[config.mk]
export PLATFORM = sky130hd
export DESIGN_NAME = snake_engine
export DESIGN_NICKNAME = d
export VERILOG_FILES = /design/src/rtl/snake_engine.sv
export SDC_FILE = /design/constraint.sdc
export NUM_CORES = 1
export LEC_CHECK = 0
export CAP_MARGIN = 25
export CORE_ASPECT_RATIO = 0.8
export CORE_MARGIN = 5
export CORE_UTILIZATION = 25
export DETAILED_ROUTE_END_ITERATION = 10
export PLACE_DENSITY = 0.45
export SYNTH_ARGS = -nofsm -noshare
export SYNTH_HDL_FRONTEND = slang
export SYNTH_SLANG_ARGS = --single-unit
[constraint.sdc]
create_clock -name clk -period 17.5 [get_ports clk]
set_input_delay 5.25 -clock clk [delete_from_list [all_inputs] [get_ports clk]]
set_output_delay 5.25 -clock clk [all_outputs]
set_load 0.005 [all_outputs]
[src/rtl/snake_engine.sv]
// Snake game core: body ring buffer, direction control, food handshake,
// wall/self collision and the frame bitmap for the display scanner.
module snake_engine #(
   parameter  int COLS    = 16,
   parameter  int ROWS    = 8,
   parameter  int MAX_LEN = 32,
   parameter  int WRAP    = 0,
   localparam int XW      = $clog2(COLS),
   localparam int YW      = $clog2(ROWS),
   localparam int LW      = $clog2(MAX_LEN + 1)
) (
   input  logic                 clk,
   input  logic                 reset,
   input  logic                 tick,
   input  logic                 btnUp,
   input  logic                 btnDown,
   input  logic                 btnLeft,
   input  logic                 btnRight,
   input  logic                 start,
   input  logic [XW-1:0]        food_x,
   input  logic [YW-1:0]        food_y,
   input  logic                 food_valid,
   output logic                 food_req,
   output logic [ROWS*COLS-1:0] pixelReg,
   output logic [XW-1:0]        head_x,
   output logic [YW-1:0]        head_y,
   output logic [LW-1:0]        length,
   output logic                 running,
   output logic                 game_over,
   output logic                 won
);

   localparam int PIX = ROWS * COLS;
   localparam int IW  = $clog2(PIX);
   localparam int PW  = $clog2(MAX_LEN);

   typedef enum logic [1:0] {S_IDLE, S_FOOD, S_RUN, S_OVER} state_t;
   typedef enum logic [1:0] {D_UP, D_DOWN, D_LEFT, D_RIGHT} dir_t;
   typedef struct packed {
      logic [XW-1:0] x;
      logic [YW-1:0] y;
   } cell_t;

   function automatic logic [IW-1:0] cell_idx(cell_t c);
      return IW'(int'(c.y) * COLS + int'(c.x));
   endfunction

   function automatic cell_t reset_cell(int i);
      cell_t c;
      c = '0;
      if (i < 3) c.x = XW'(i);
      return c;
   endfunction

   function automatic logic [PW-1:0] ptr_inc(logic [PW-1:0] p);
      return (p == PW'(MAX_LEN - 1)) ? '0 : p + 1'b1;
   endfunction

   // Encoding puts each opposite pair in the same half: differ only in bit 0.
   function automatic logic is_opposite(dir_t a, dir_t b);
      return (a[1] == b[1]) && (a[0] != b[0]);
   endfunction

   state_t          state_q, state_d;
   dir_t            next_dir_q, next_dir_d;
   dir_t            last_dir_q, last_dir_d;
   cell_t           body_q [MAX_LEN];
   cell_t           body_d [MAX_LEN];
   cell_t           head_q, head_d;
   cell_t           food_q, food_d;
   logic            food_vld_q, food_vld_d;
   logic [PW-1:0]   head_ptr_q, head_ptr_d;
   logic [PW-1:0]   tail_ptr_q, tail_ptr_d;
   logic [LW-1:0]   length_q, length_d;
   logic [PIX-1:0]  occ_q, occ_d;
   logic            won_q, won_d;

   cell_t           nxt, tail_cell, offer;
   dir_t            btn_dir, exec_dir;
   logic            btn_vld, oob, grow, hit, offer_ok;
   logic [IW-1:0]   nxt_idx;

   always_comb begin
      // NOTE: every signal gets a default before any branch, so no latch is inferred.
      state_d    = state_q;
      next_dir_d = next_dir_q;
      last_dir_d = last_dir_q;
      body_d     = body_q;
      head_d     = head_q;
      food_d     = food_q;
      food_vld_d = food_vld_q;
      head_ptr_d = head_ptr_q;
      tail_ptr_d = tail_ptr_q;
      length_d   = length_q;
      occ_d      = occ_q;
      won_d      = won_q;

      btn_vld = btnUp | btnDown | btnLeft | btnRight;
      if (btnUp)         btn_dir = D_UP;
      else if (btnDown)  btn_dir = D_DOWN;
      else if (btnLeft)  btn_dir = D_LEFT;
      else               btn_dir = D_RIGHT;
      // A press during a tick is judged against the move being executed now.
      exec_dir = tick ? next_dir_q : last_dir_q;

      nxt = head_q;
      oob = 1'b0;
      case (next_dir_q)
         D_UP: begin
            if (head_q.y == '0) begin oob = 1'b1; nxt.y = YW'(ROWS - 1); end
            else nxt.y = head_q.y - 1'b1;
         end
         D_DOWN: begin
            if (head_q.y == YW'(ROWS - 1)) begin oob = 1'b1; nxt.y = '0; end
            else nxt.y = head_q.y + 1'b1;
         end
         D_LEFT: begin
            if (head_q.x == '0) begin oob = 1'b1; nxt.x = XW'(COLS - 1); end
            else nxt.x = head_q.x - 1'b1;
         end
         default: begin
            if (head_q.x == XW'(COLS - 1)) begin oob = 1'b1; nxt.x = '0; end
            else nxt.x = head_q.x + 1'b1;
         end
      endcase

      nxt_idx   = cell_idx(nxt);
      tail_cell = body_q[tail_ptr_q];
      grow      = food_vld_q && (nxt == food_q);
      hit       = occ_q[nxt_idx] && !(!grow && (nxt == tail_cell));

      offer.x  = food_x;
      offer.y  = food_y;
      offer_ok = food_valid && (int'(food_x) < COLS) && (int'(food_y) < ROWS)
                 && !occ_q[cell_idx(offer)];

      case (state_q)
         S_IDLE: if (start) state_d = S_FOOD;
         S_FOOD: begin
            if (offer_ok) begin
               food_d     = offer;
               food_vld_d = 1'b1;
               state_d    = S_RUN;
            end
         end
         S_RUN: begin
            if (btn_vld && !is_opposite(btn_dir, exec_dir)) next_dir_d = btn_dir;
            if (tick) begin
               last_dir_d = next_dir_q;
               if ((oob && WRAP == 0) || hit) begin
                  state_d = S_OVER;
               end else begin
                  // Tail is cleared before the head is set so chasing the tail keeps its bit.
                  if (!grow) begin
                     occ_d[cell_idx(tail_cell)] = 1'b0;
                     tail_ptr_d = ptr_inc(tail_ptr_q);
                  end
                  occ_d[nxt_idx]          = 1'b1;
                  head_ptr_d              = ptr_inc(head_ptr_q);
                  body_d[ptr_inc(head_ptr_q)] = nxt;
                  head_d                  = nxt;
                  if (grow) begin
                     length_d   = length_q + 1'b1;
                     food_vld_d = 1'b0;
                     if (length_q + 1'b1 == LW'(MAX_LEN)) begin
                        won_d   = 1'b1;
                        state_d = S_OVER;
                     end else begin
                        state_d = S_FOOD;
                     end
                  end
               end
            end
         end
         default: begin
            if (start) begin
               state_d    = S_IDLE;
               next_dir_d = D_RIGHT;
               last_dir_d = D_RIGHT;
               for (int i = 0; i < 3; i++) body_d[i] = reset_cell(i);
               head_d     = reset_cell(2);
               food_d     = '0;
               food_vld_d = 1'b0;
               head_ptr_d = PW'(2);
               tail_ptr_d = '0;
               length_d   = LW'(3);
               occ_d      = PIX'(7);
               won_d      = 1'b0;
            end
         end
      endcase
   end

   // NOTE: sequential state uses non-blocking assignments only; blocking stays in always_comb.
   always_ff @(posedge clk or posedge reset) begin
      if (reset) begin
         state_q    <= S_IDLE;
         next_dir_q <= D_RIGHT;
         last_dir_q <= D_RIGHT;
         head_q     <= reset_cell(2);
         food_q     <= '0;
         food_vld_q <= 1'b0;
         head_ptr_q <= PW'(2);
         tail_ptr_q <= '0;
         length_q   <= LW'(3);
         occ_q      <= PIX'(7);
         won_q      <= 1'b0;
         // NOTE: the body buffer is reset too, since the reset layout must be readable at once.
         for (int i = 0; i < MAX_LEN; i++) body_q[i] <= reset_cell(i);
      end else begin
         state_q    <= state_d;
         next_dir_q <= next_dir_d;
         last_dir_q <= last_dir_d;
         head_q     <= head_d;
         food_q     <= food_d;
         food_vld_q <= food_vld_d;
         head_ptr_q <= head_ptr_d;
         tail_ptr_q <= tail_ptr_d;
         length_q   <= length_d;
         occ_q      <= occ_d;
         won_q      <= won_d;
         for (int i = 0; i < MAX_LEN; i++) body_q[i] <= body_d[i];
      end
   end

   assign pixelReg  = occ_q | (PIX'(food_vld_q) << cell_idx(food_q));
   assign head_x    = head_q.x;
   assign head_y    = head_q.y;
   assign length    = length_q;
   assign food_req  = (state_q == S_FOOD);
   assign running   = (state_q == S_RUN);
   assign game_over = (state_q == S_OVER);
   assign won       = won_q;

endmodule

=== Word level (Yosys, flattened, before mapping) ===
Cells that the tools add are included.
W data, S select, Z words.

* Mux-type cells: 87
* Equal/unequal tests: 23
* Add/subtract/negate cells: 11
* Bitwise operators: 13
* $mul: 0
* Reduce and logical (&&, ||, !) cells: 34
* Div/mod/pow operators: 0
* Magnitude comparators: 8
* Shifts and indexed selects: 1

{| class="wikitable"
|+ Operators by type and width
! cell !! count
|-
| $mux W128 || 7
|-
| $mux W224 || 2
|-
| $or A128 B128 Y128 || 2
|-
| $pmux W128 S2 || 1
|-
| $bwmux W224 || 1
|-
| $and A128 B128 Y128 || 1
|-
| $not A128 Y128 || 1
|-
| $shl A1 B7 Y128 || 1
|-
| $mux W7 || 8
|-
| $mux W5 || 9
|-
| $pmux W21 S2 || 1
|-
| $bmux W7 S5 || 1
|-
| $demux W7 S5 || 1
|-
| $add A7 B4 Y7 || 4
|-
| $pmux W7 S2 || 2
|-
| $lt A7 B8 Y1 const B || 3
|-
| $mux W2 || 12
|-
| $mux W6 || 4
|-
| $mux W21 || 1
|-
| $pmux W5 S2 || 2
|-
| $mux W1 || 18
|-
| $reduce_and A5 Y1 || 3
|-
| $bmux W1 S7 || 2
|-
| $demux W1 S7 || 2
|-
| 46 further kinds || 88
|}

* Latch bits: 0
* Output and inout port bits: 145
* Memories: 0
* Input bits: 16
* Register bits after elaboration: 390
* RAM bits: 0
* Memory bits (read-only): 0

=== Depth between registers and ports, before layout ===
Gate-level depths: netlist (run 1).

* Depth in word-level cells: 19
* Mapped depth: 20
* Depth with buffers taken out: 13

=== Least setup slack after synthesis (run 1) ===
Ideal clock, no wire load.

* Kind: input to register
* Start: input port food_x[0]
* End: register food_q[0] (netlist name)
* Required time: 17.364 ns
* Arrival: 8.251 ns
* Path slack: 9.113 ns
* Buffers on the path: 3
* Cell stages on the path: 11
* Cell sequence: clkbuf_1 -> buf_1 -> mux4_2 -> mux4_2 -> mux4_2 -> mux2i_1 -> and2_1 -> a21oi_1 -> clkbuf_1 -> nand2_1 -> o21ai_0

* Cells in the longest elaborated chain, start to end: 7

{| class="wikitable"
|+ RTL lines
! element !! line !! RTL
|-
| from (decl) || 20 || <nowiki>input logic [XW-1:0] food_x,</nowiki>
|-
| $add A7 B4 Y7 || 45 || <nowiki>return IW'(int'(c.y) * COLS + int'(c.x));</nowiki>
|-
| $bmux W1 S7 || 135 || <nowiki>&& !occ_q[cell_idx(offer)];</nowiki>
|-
| $mux W1 (not written as such) || 135 ||
|-
| $logic_not A1 Y1 || 135 ||
|-
| $logic_and A1 B1 Y1 || 135 ||
|-
| $ne A2 B1 Y1 (no source line) || -- ||
|-
| $reduce_and A3 Y1 (no source line) || -- ||
|-
| to (signal assigned) || 215 || <nowiki>food_q <= food_d;</nowiki>
|-
| to (decl) || 70 || <nowiki>cell_t food_q, food_d;</nowiki>
|}

Every way passes these cells. The select of a mux whose other input is x is not followed.
A chain may end at the register's enable or synchronous reset.

=== Worst setup path in the final report (run 1) ===
* Start: input port tick
* End: register occ_q[60]

* Cells in the longest elaborated chain, start to end: 2

{| class="wikitable"
|+ RTL lines
! element !! line !! RTL
|-
| from (decl) || 14 || <nowiki>input logic tick,</nowiki>
|-
| $ne A2 B2 Y1 (no source line) || -- ||
|-
| $reduce_and A4 Y1 (no source line) || -- ||
|-
| to (signal assigned) || 206 || <nowiki>occ_q <= PIX'(7);</nowiki>
|-
| to (signal assigned) || 220 || <nowiki>occ_q <= occ_d;</nowiki>
|-
| to (decl) || 75 || <nowiki>logic [PIX-1:0] occ_q, occ_d;</nowiki>
|}

Every way passes these cells.

==> flow_metrics.env, run 1 <==
export IMPL_multi_input_area_mm2=0.0123
export IMPL_setup_viol=0
export IMPL_layout_area_seq_mm2=0.00978
export IMPL_path_clk_slew_ns=0.06
export IMPL_leakage_nw=12.4
export IMPL_hold_violations=0
export IMPL_synth_cells=2131
export IMPL_port_buffers=160
export IMPL_worstReg2RegStart="next_dir_q[1]"
export IMPL_overflow=0
export IMPL_fin_util=0.300
export IMPL_routed_wl_mm=92.3
export IMPL_antenna_found_initial=2
export IMPL_worst_slew_pin_slew_ns=1.16
export IMPL_route_vias_total=19229
export IMPL_critPathRequiredTime_ns=18.03
export IMPL_synth_common_cells="dfrtp_1 (377), nand2_1 (221), mux2_2 (164)"
export IMPL_dieHeight_um=281
export IMPL_cts_root_buf="clkbuf_16"
export IMPL_fin_nets=2213
export IMPL_dp_hpwl_mm=63.6
export IMPL_critPathKind="in2reg"
export IMPL_numCtsBuffers=45
export IMPL_drive_above_1_share=0.233
export IMPL_met1Wirelength_mm=41.2
export IMPL_synth_top_area_frac=0.410
export IMPL_holdBufCountCts=0
export IMPL_final_cell_area_mm2=0.0274
export IMPL_relSlewSlack=0.222
export IMPL_cap_violations=0
export IMPL_fin_crit_sh=0.483
export IMPL_hold_depth=1
export IMPL_placed_area_mm2=0.0257
export IMPL_cts_resized=0
export IMPL_synth_most_common_cell="dfrtp_1"
export IMPL_worstHoldPathType="reg2reg"
export IMPL_post_cts_setup_buffers=0
export IMPL_syn2layout_area_growth_pct=18.8
export IMPL_drv_slew=0
export IMPL_instances_no_fill=3431
export IMPL_swShare=0.475
export IMPL_grt_total_usage=0.182
export IMPL_critPathCaptureType="flop"
export IMPL_status="complete, no violations"
export IMPL_ys_top_cells_by_area="dfrtp_1 (41%), mux4_2 (9.5%), mux2_2 (8.0%), a21o_1 (4.0%), nand2_1 (3.6%)"
export IMPL_fp_coreArea_mm2=0.0913
export IMPL_grt_pass1_vias=19049
export IMPL_ys_ff_latch=390
export IMPL_ant_nets=0
export IMPL_routedWlPerCell_um=26.9
export IMPL_cts_tree="built"
export IMPL_drc=0
export IMPL_wl_met3_mm=8.60
export IMPL_crit_path_start="tick"
export IMPL_clock_path_buffers=3
export IMPL_hp_start="body_q[27]"
export IMPL_drtIter0Drc=2032
export IMPL_clock_sinks=390
export IMPL_tns_ns=0
export IMPL_yosys_most_used_dff="dfrtp_1"
export IMPL_async_reset_ff_frac=1.00
export IMPL_worstSkewPairLatency_ns=0.61
export IMPL_synth_area_mm2=0.0230
export IMPL_synth_largest_area_cell="dfrtp_1"
export IMPL_clkPwrFrac=0.242
export IMPL_r2r_cells=14
export IMPL_yosys_cell_types_count=77
export IMPL_p_int_mw=2.14
export IMPL_cp_start_kind="input pin"
export IMPL_cp_arrival_ns=8.99
export IMPL_viasPerCell=5.60
export IMPL_power_frac_comb=0.468
export IMPL_cp_max_fo=105
export IMPL_synth_edf_count=0
export IMPL_clock_fmax_ghz=0.118
export IMPL_p_per_area_mw_per_mm2=149
export IMPL_place_congestion=0.919
export IMPL_io_pins=161
export IMPL_grt_pass1_wl_mm=135
export IMPL_filler_cell_count=9254
export IMPL_placementRows=99
export IMPL_highest_layer="met4"
export IMPL_die_x_um=349
export IMPL_rrSetupSlack_ns=9.73
export IMPL_grt_start_max_net_pins=106
export IMPL_avgSynthCellArea_um2=10.8
export IMPL_period_minus_slack_ns=8.45
export IMPL_rsz0062_at_grt="false"
export IMPL_yosysWarnings=0
export IMPL_drt_first_pass_iters=5
export IMPL_htree_levels=2
export IMPL_met2_length_mm=39.9
export IMPL_timing_rr_end="occ_q[60]"
export IMPL_p_switching_mw=1.94
export IMPL_synth_net_count=2162
export IMPL_start_util=0.252
export IMPL_seq_power_share=0.290
export IMPL_ys_seq_area_frac=0.425
export IMPL_whs_endpoint="body_q[27]"
export IMPL_post_place_cells=3341
export IMPL_dieArea_mm2=0.0983
export IMPL_peakVddDrop_mv=0.165
export IMPL_clock_skew_ns=0.0620
-- logic make-up (layout without fill, tap and decap cells) --
family | after synthesis | in the layout | share of synthesized area
fa+ha+maj | 15 | 15 | 0.00816
compound gates | 497 | 497 | 0.160
other cells | 0 | 2 | 0
xor+xnor | 18 | 18 | 0.00685
mux | 388 | 388 | 0.233
buf+inv | 236 | 322 | 0.0456
flops | 390 | 390 | 0.425
simple gates | 587 | 587 | 0.121
-- placed cells by master (no fill, tap or decap), types with 7 or more instances in the layout --
master / netlist / layout
nor3_1: 34 / 26
a22o_1: 9 / 9
a21oi_1: 33 / 32
and3_1: 73 / 73
mux2i_1: 80 / 78
dfrtp_1: 377 / 375
ha_1: 15 / 15
a22oi_1: 15 / 15
nor2_1: 98 / 95
nor3b_1: 7 / 7
a31o_2: 75 / 75
o22ai_1: 30 / 30
xnor2_1: 15 / 15
a21o_1: 123 / 123
a31oi_1: 74 / 74
nor3_2: 0 / 8
o21ai_0: 39 / 38
buf_4: 12 / 47
and2_1: 8 / 7
mux2_1: 47 / 47
clkbuf_1: 112 / 9
a32o_1: 33 / 33
clkbuf_16: 0 / 45
clkdlybuf4s50_1: 0 / 159
inv_1: 24 / 23
mux2_2: 164 / 164
mux4_2: 97 / 97
nand2_1: 221 / 221
dfstp_2: 13 / 13
nand4_1: 14 / 14
nand2b_1: 17 / 17
nor2b_1: 13 / 13
clkbuf_8: 0 / 14
nand3_1: 75 / 74
-- worst max path at each step --
| stage | to | cells after the start |
|---|---|---|
| global placement | food_q[2] | 9 |
| floorplan | body_q[0] | 1 |
| finish | occ_q[60] | 7 |
| CTS | occ_q[92] | 7 |
| detailed placement | food_q[6] | 9 |
| global route | occ_q[76] | 7 |
-- registers in the layout, summed over array words and instances (netlist names) --
signal and count:
occ_q 128, state_q 2, won 1, last_dir_q 2
head_ptr_q 5, food_q 7, length 6, tail_ptr_q 5
head_x 4, head_y 3, body_q 224, next_dir_q 2
food_vld_q 1
-- power groups by stage --
stage / clock [mW] / combinational [mW] / sequential [mW]
after floorplan: 0 / 1.17 / 1.07
after global placement: 0 / 1.83 / 1.19
after detailed placement: 0 / 1.85 / 1.19
after CTS: 1.01 / 1.86 / 1.18
after global routing: 1.05 / 2.00 / 1.20
final: 0.990 / 1.91 / 1.18
-- critical path, cell delays in order --
cell and delay (ns):
clkdlybuf4s50_1 0.71, nand3_1 0.22, a21oi_4 0.19, buf_4 0.79, buf_4 0.89, and3_1 0.65, a32o_1 0.22
-- per-stage QoR --
step | setup slack (ns) | hold slack, ns | power, mW
2_1_floorplan | 1.43 | 0.452 | 2.24
3_3_place_gp | 8.62 | 0.462 | 3.02
3_5_place_dp | 8.55 | 0.470 | 3.05
4_1_cts | 9.18 | 0.484 | 4.05
5_1_grt | 8.89 | 0.498 | 4.24
6_report | 9.05 | 0.483 | 4.08
-- final cells by class --
cell class,instances,area share
inverters,26,0.00384
clock inverters,14,0.00732
well taps,1212,0.0554
repair buffers,214,0.0754
clock buffers,68,0.0495
flip-flops and latches,390,0.358
multi-input cells,1505,0.451
diodes,2,0.000183
-- routing by layer --
layer | vias up | global-route usage
met1 | 10043 | 0.263
met4 | 0 | 0.0523
met5 | - | 0
met3 | 174 | 0.0484
met2 | 912 | 0.268
li1 | 8100 | -
(Power assumes the default switching activity.)
==> run 2: changes to the inputs <==
==> constraint.sdc (replaced) <==
create_clock -name clk -period 7.8 [get_ports clk]
set_input_delay 2.34 -clock clk [delete_from_list [all_inputs] [get_ports clk]]
set_output_delay 2.34 -clock clk [all_outputs]
set_load 0.005 [all_outputs]
==> run 2 against run 1 <==
First-iteration DRC count rose by 1.3%. Wire length rose by 0.33%. Clock-buffer cell count fell by 1. Die area did not move. Worst hold slack got worse by 0.0022 ns. Critical path depth rose by 7. Sequential power rose by 120%.
==> flow_metrics.env, run 2 (same netlist as run 1, synthesis figures left out) <==
export IMPL_status="complete, no violations"
export IMPL_io_pins=161
export IMPL_ant_nets=0
export IMPL_layout_commonest_cell="dfrtp_1"
export IMPL_overflow=0
export IMPL_leakage_nw=12.4
export IMPL_placed_area_mm2=0.0257
export IMPL_tns_ns=0
export IMPL_grt_pass1_vias=19156
export IMPL_whs_ns=0.481
export IMPL_cp_start_kind="flop"
export IMPL_hold_violations=0
export IMPL_regMostFlops="body_q"
export IMPL_cp_arrival_ns=6.91
export IMPL_cts_root_buf="clkbuf_16"
export IMPL_layout_common_cells="dfrtp_1 (375), nand2_1 (221), mux2_2 (164)"
export IMPL_drc=0
export IMPL_worstSkewPairLatency_ns=0.61
export IMPL_clock_path_buffers=3
export IMPL_die_x_um=349
export IMPL_drive_above_1_share=0.230
export IMPL_placementRows=99
export IMPL_p_switching_mw=4.34
export IMPL_swShare=0.476
export IMPL_p_int_mw=4.78
export IMPL_grt_total_usage=0.182
export IMPL_port_buffers=160
export IMPL_antennaDiodeCount=0
export IMPL_rsz0062_at_grt="false"
export IMPL_numCtsBuffers=46
export IMPL_cp_max_fo=178
export IMPL_largest_reg_flops=224
export IMPL_seq_power_share=0.288
export IMPL_grt_start_max_net_pins=179
export IMPL_post_place_ws_ns=1.58
export IMPL_cts_resized=0
export IMPL_htree_levels=2
export IMPL_layout_area_seq_mm2=0.00978
export IMPL_path_clk_slew_ns=0.07
export IMPL_setup_viol=0
export IMPL_route_vias_total=19283
export IMPL_cts_tree="built"
export IMPL_holdBufCountCts=0
export IMPL_worst_slew_pin_slew_ns=1.11
export IMPL_clock_skew_ns=0.0466
export IMPL_fin_crit_sh=0.825
export IMPL_clock_fmax_ghz=0.155
export IMPL_drt_first_pass_iters=5
export IMPL_multi_input_area_mm2=0.0123
export IMPL_setup_slack_ns=1.36
export IMPL_syn2layout_area_growth_pct=18.7
export IMPL_p_per_area_mw_per_mm2=334
export IMPL_relSlewSlack=0.252
export IMPL_fin_util=0.299
export IMPL_clock_sinks=390
export IMPL_place_congestion=0.930
export IMPL_critPathCaptureType="flop"
export IMPL_fin_nets=2210
export IMPL_dp_hpwl_mm=64.6
export IMPL_worstHoldPathType="reg2reg"
export IMPL_drv_slew=0
export IMPL_antenna_found_initial=2
export IMPL_reg_top3="body_q: 224 flops, occ_q: 128 flops, food_q: 7 flops"
export IMPL_peakVddDrop_mv=0.287
export IMPL_dieArea_mm2=0.0983
export IMPL_rrSetupSlack_ns=1.36
export IMPL_routed_wl_mm=92.6
export IMPL_critPathRequiredTime_ns=8.28
export IMPL_fp_coreArea_mm2=0.0913
export IMPL_filler_cell_count=9313
export IMPL_cap_violations=0
export IMPL_critPathKind="reg2reg"
export IMPL_routedWlPerCell_um=27.1
export IMPL_drtIter0Drc=2058
export IMPL_viasPerCell=5.63
export IMPL_post_cts_setup_buffers=0
export IMPL_start_util=0.252
export IMPL_power_frac_comb=0.471
export IMPL_dieHeight_um=281
export IMPL_final_cell_area_mm2=0.0273
export IMPL_clkPwrFrac=0.241
export IMPL_grt_pass1_wl_mm=135
export IMPL_period_minus_slack_ns=6.44
-- run 2: power groups by stage --
stage          clock [mW]  combinational [mW]  sequential (mW)
3_3_place_gp            0                4.14             2.65
3_5_place_dp            0                4.18             2.65
4_1_cts              2.26                4.19             2.62
2_1_floorplan           0                2.62             2.40
5_1_grt              2.34                4.50             2.65
6_report             2.20                4.29             2.63
-- run 2: layout make-up --
type                    instances  share of cell area
clock buffers                  67              0.0480
clock inverters                15             0.00751
inverters                      26             0.00371
multi-input cells            1505               0.451
flip-flops and latches        390               0.358
well taps                    1212              0.0555
repair buffers                210              0.0760
-- run 2: per-layer routing --
| layer | global-route usage | wire (µm) |
|---|---|---|
| met5 | 0 | 13 |
| met2 | 0.267 | 39500 |
| met3 | 0.0451 | 8560 |
| met1 | 0.265 | 41300 |
| met4 | 0.0581 | 3260 |
-- run 2: worst paths after layout --
kind                            depth (start not counted)          start    endpoint
worst min-delay path                                    1     body_q[39]  body_q[39]
min in group asynchronous                               2          reset  body_q[72]
worst max-delay path                                   14  next_dir_q[1]   occ_q[72]
max in group asynchronous                               4          reset   occ_q[68]
worst max register to register                         14  next_dir_q[1]   occ_q[72]
worst min register to register                          1     body_q[39]  body_q[39]
-- run 2: stage by stage --
step / power, mW / cells
detailed placement: 6.83 / 3339
global route: 9.49 / 3425
finish: 9.12 / 3425
floorplan: 5.02 / 2131
global placement: 6.78 / 3336
CTS: 9.07 / 3421
-- run 2: critical path, stage by stage (launching register included) --
cell and delay [ns]:
dfstp_2 1.06, inv_2 0.20, or3_1 0.55, nand2_4 0.46, buf_4 0.58, mux2i_1 0.38, o22ai_1 0.12, nor3_1 0.19
o22a_1 0.33, o2111ai_2 0.26, a21oi_4 0.26, buf_12 0.45, buf_4 0.74, nand3_1 0.15, a32o_1 0.30
==> run 3: changes to the inputs <==
--- a/config.mk
+++ b/config.mk
@@ -10,7 +10,7 @@
 export CORE_MARGIN = 5
 export CORE_UTILIZATION = 25
 export DETAILED_ROUTE_END_ITERATION = 10
-export PLACE_DENSITY = 0.45
+export PLACE_DENSITY = 0.47
 export SYNTH_ARGS = -nofsm -noshare
 export SYNTH_HDL_FRONTEND = slang
 export SYNTH_SLANG_ARGS = --single-unit
==> constraint.sdc (replaced) <==
create_clock -name clk -period 5.4 [get_ports clk]
set_input_delay 1.62 -clock clk [delete_from_list [all_inputs] [get_ports clk]]
set_output_delay 1.62 -clock clk [all_outputs]
set_load 0.005 [all_outputs]
==> run 3 against run 2 <==
Non-clock buffer count is 91 higher. Highest routed layer unchanged. Largest cell class unchanged. Worst hold slack gained 0.0012 ns. Final area increased by 3.2%. Critical path depth stayed put. Via count is 2.3% higher. Flip-flop and latch count did not move. Clock-buffer cell count shrank 2. Wire length grew 0.85%. Fmax up 28%. Utilization rose by 0.94 points. Critical endpoint is now body_q[17]. First-iteration DRC count about the same.
==> flow_metrics.env, run 3 (same netlist as run 1, synthesis figures left out) <==
export IMPL_reg_top3="body_q: 224 flops, occ_q: 128 flops, food_q: 7 flops"
export IMPL_regMostFlops="body_q"
export IMPL_setup_viol=0
export IMPL_dieHeight_um=281
export IMPL_status="complete, no violations"
export IMPL_cap_violations=0
export IMPL_p_int_mw=7.25
export IMPL_worstHoldPathType="reg2reg"
export IMPL_critPathSlowestCell="a21oi_1"
export IMPL_port_buffers=160
export IMPL_die_x_um=349
export IMPL_drive_above_1_share=0.261
export IMPL_cts_resized=0
export IMPL_tns_ns=0
export IMPL_leakage_nw=12.9
export IMPL_worstSkewPairLatency_ns=0.59
export IMPL_cp_start_kind="flop"
export IMPL_fp_coreArea_mm2=0.0913
export IMPL_grt_pass1_vias=19462
export IMPL_period_minus_slack_ns=5.04
export IMPL_p_per_area_mw_per_mm2=485
export IMPL_critical_path_top_delay_family="compound AO/OA/AOI/OAI gates"
export IMPL_cts_root_buf="clkbuf_16"
export IMPL_layout_common_cells="dfrtp_1 (375), nand2_1 (221), mux2_2 (164)"
export IMPL_placementRows=99
export IMPL_critPathCaptureType="flop"
export IMPL_grt_use_met2=0.269
export IMPL_drc=0
export IMPL_htree_levels=2
export IMPL_cp_cell_sequence="ha_1 -> mux2i_1 -> or3_1 -> a21oi_1 -> a32oi_1 -> nand4_1 -> nand2_1 -> a31oi_1 -> buf_4 -> o2111ai_2 -> a21oi_4 -> buf_12 -> and3_1 -> mux2_2"
export IMPL_routedWlPerCell_um=26.6
export IMPL_overflow=0
export IMPL_syn2layout_area_growth_pct=22.5
export IMPL_dp_hpwl_mm=67.6
export IMPL_route_vias_total=19717
export IMPL_critPathRequiredTime_ns=5.85
export IMPL_worst_slew_pin_slew_ns=1.00
export IMPL_grt_total_usage=0.184
export IMPL_instances_no_fill=3512
export IMPL_antenna_found_initial=4
export IMPL_ant_nets=0
export IMPL_power_frac_comb=0.490
export IMPL_seq_power_share=0.274
export IMPL_grt_start_max_net_pins=82
export IMPL_fin_crit_sh=0.933
export IMPL_critPathBufInv=2
export IMPL_layout_commonest_cell="dfrtp_1"
export IMPL_swShare=0.469
export IMPL_clock_path_buffers=3
export IMPL_rsz0062_at_grt="false"
export IMPL_power_mw=13.7
export IMPL_clock_sinks=390
export IMPL_grt_busiest_layer="met1"
export IMPL_numCtsBuffers=44
export IMPL_peakVddDrop_mv=0.373
export IMPL_routed_wl_mm=93.4
export IMPL_grt_pass1_wl_mm=137
export IMPL_dieArea_mm2=0.0983
export IMPL_cp_arrival_ns=5.49
export IMPL_drv_slew=0
export IMPL_drtIter0Drc=2057
export IMPL_p_switching_mw=6.41
export IMPL_clock_skew_ns=0.0324
export IMPL_post_place_cells=3431
export IMPL_filler_cell_count=9265
export IMPL_viasPerCell=5.61
export IMPL_cp_max_fo=29
export IMPL_grtUsageMet1=0.273
export IMPL_path_clk_slew_ns=0.06
export IMPL_drt_first_pass_iters=5
export IMPL_place_congestion=0.953
export IMPL_start_util=0.252
export IMPL_clock_fmax_ghz=0.199
export IMPL_fin_nets=2299
export IMPL_grt_use_met3=0.0398
export IMPL_io_pins=161
export IMPL_post_cts_setup_buffers=0
export IMPL_max_stage_delay_ns=0.78
export IMPL_clkPwrFrac=0.235
export IMPL_critPathKind="reg2reg"
export IMPL_hold_violations=0
export IMPL_cts_tree="built"
export IMPL_largest_reg_flops=224
export IMPL_holdBufCountCts=0
export IMPL_relSlewSlack=0.329
export IMPL_fin_util=0.309
[run 3: worst reg2reg max path, stage by stage, from the launching register on]
cell	delay [ns]
dfstp_2	0.60
ha_1	0.26
mux2i_1	0.15
or3_1	0.48
a21oi_1	0.79
a32oi_1	0.27
nand4_1	0.31
nand2_1	0.09
a31oi_1	0.16
buf_4	0.18
o2111ai_2	0.29
a21oi_4	0.31
buf_12	0.20
and3_1	0.43
mux2_2	0.39
[run 3: power groups by stage]
stage                     Clock (mW)  Combinational (mW)  Sequential (mW)
after CTS                       3.28                6.50             3.74
final                           3.21                6.70             3.75
after floorplan                    0                3.78             3.47
after global placement             0                6.43             3.78
after detailed placement           0                6.48             3.78
after global routing            3.39                6.99             3.79
[run 3: metrics by stage]
step | area [µm²] | hold WS [ns] | setup WS [ns]
after floorplan | 23000 | 0.452 | -1.46
after global placement | 26600 | 0.461 | 0.360
after detailed placement | 26600 | 0.471 | 0.251
after CTS | 28200 | 0.485 | 0.437
after global routing | 28200 | 0.500 | 0.176
final | 28200 | 0.482 | 0.363
[run 3: routing by layer]
layer | part of all wire | vias up
li1 | - | 8254
met1 | 0.45 | 10287
met2 | 0.43 | 994
met3 | 0.090 | 174
met4 | 0.027 | 8
met5 | 0.00072 | -
[run 3: area by class of cell]
| type | instances | area (µm²) | area share |
|---|---|---|---|
| diodes | 1 | 2.50 | 0.0000888 |
| clock buffers | 65 | 1330 | 0.0472 |
| clock inverters | 12 | 193 | 0.00684 |
| inverters | 26 | 101 | 0.00360 |
| multi-input cells | 1505 | 12300 | 0.437 |
| flip-flops and latches | 390 | 9780 | 0.347 |
| well taps | 1212 | 1520 | 0.0538 |
| repair buffers | 301 | 2930 | 0.104 |
[run 3: worst paths after layout]
kind	startpoint	to	slack [ns]	cells past startpoint
worst max-delay path	head_x[1]	body_q[17]	0.36	14
worst min-delay path	body_q[31]	body_q[31]	0.48	1
worst max register to register	head_x[1]	body_q[17]	0.36	14
worst min register to register	body_q[31]	body_q[31]	0.48	1
max in group asynchronous	reset	occ_q[32]	2.75	3
min in group asynchronous	reset	tail_ptr_q[2]	1.58	2
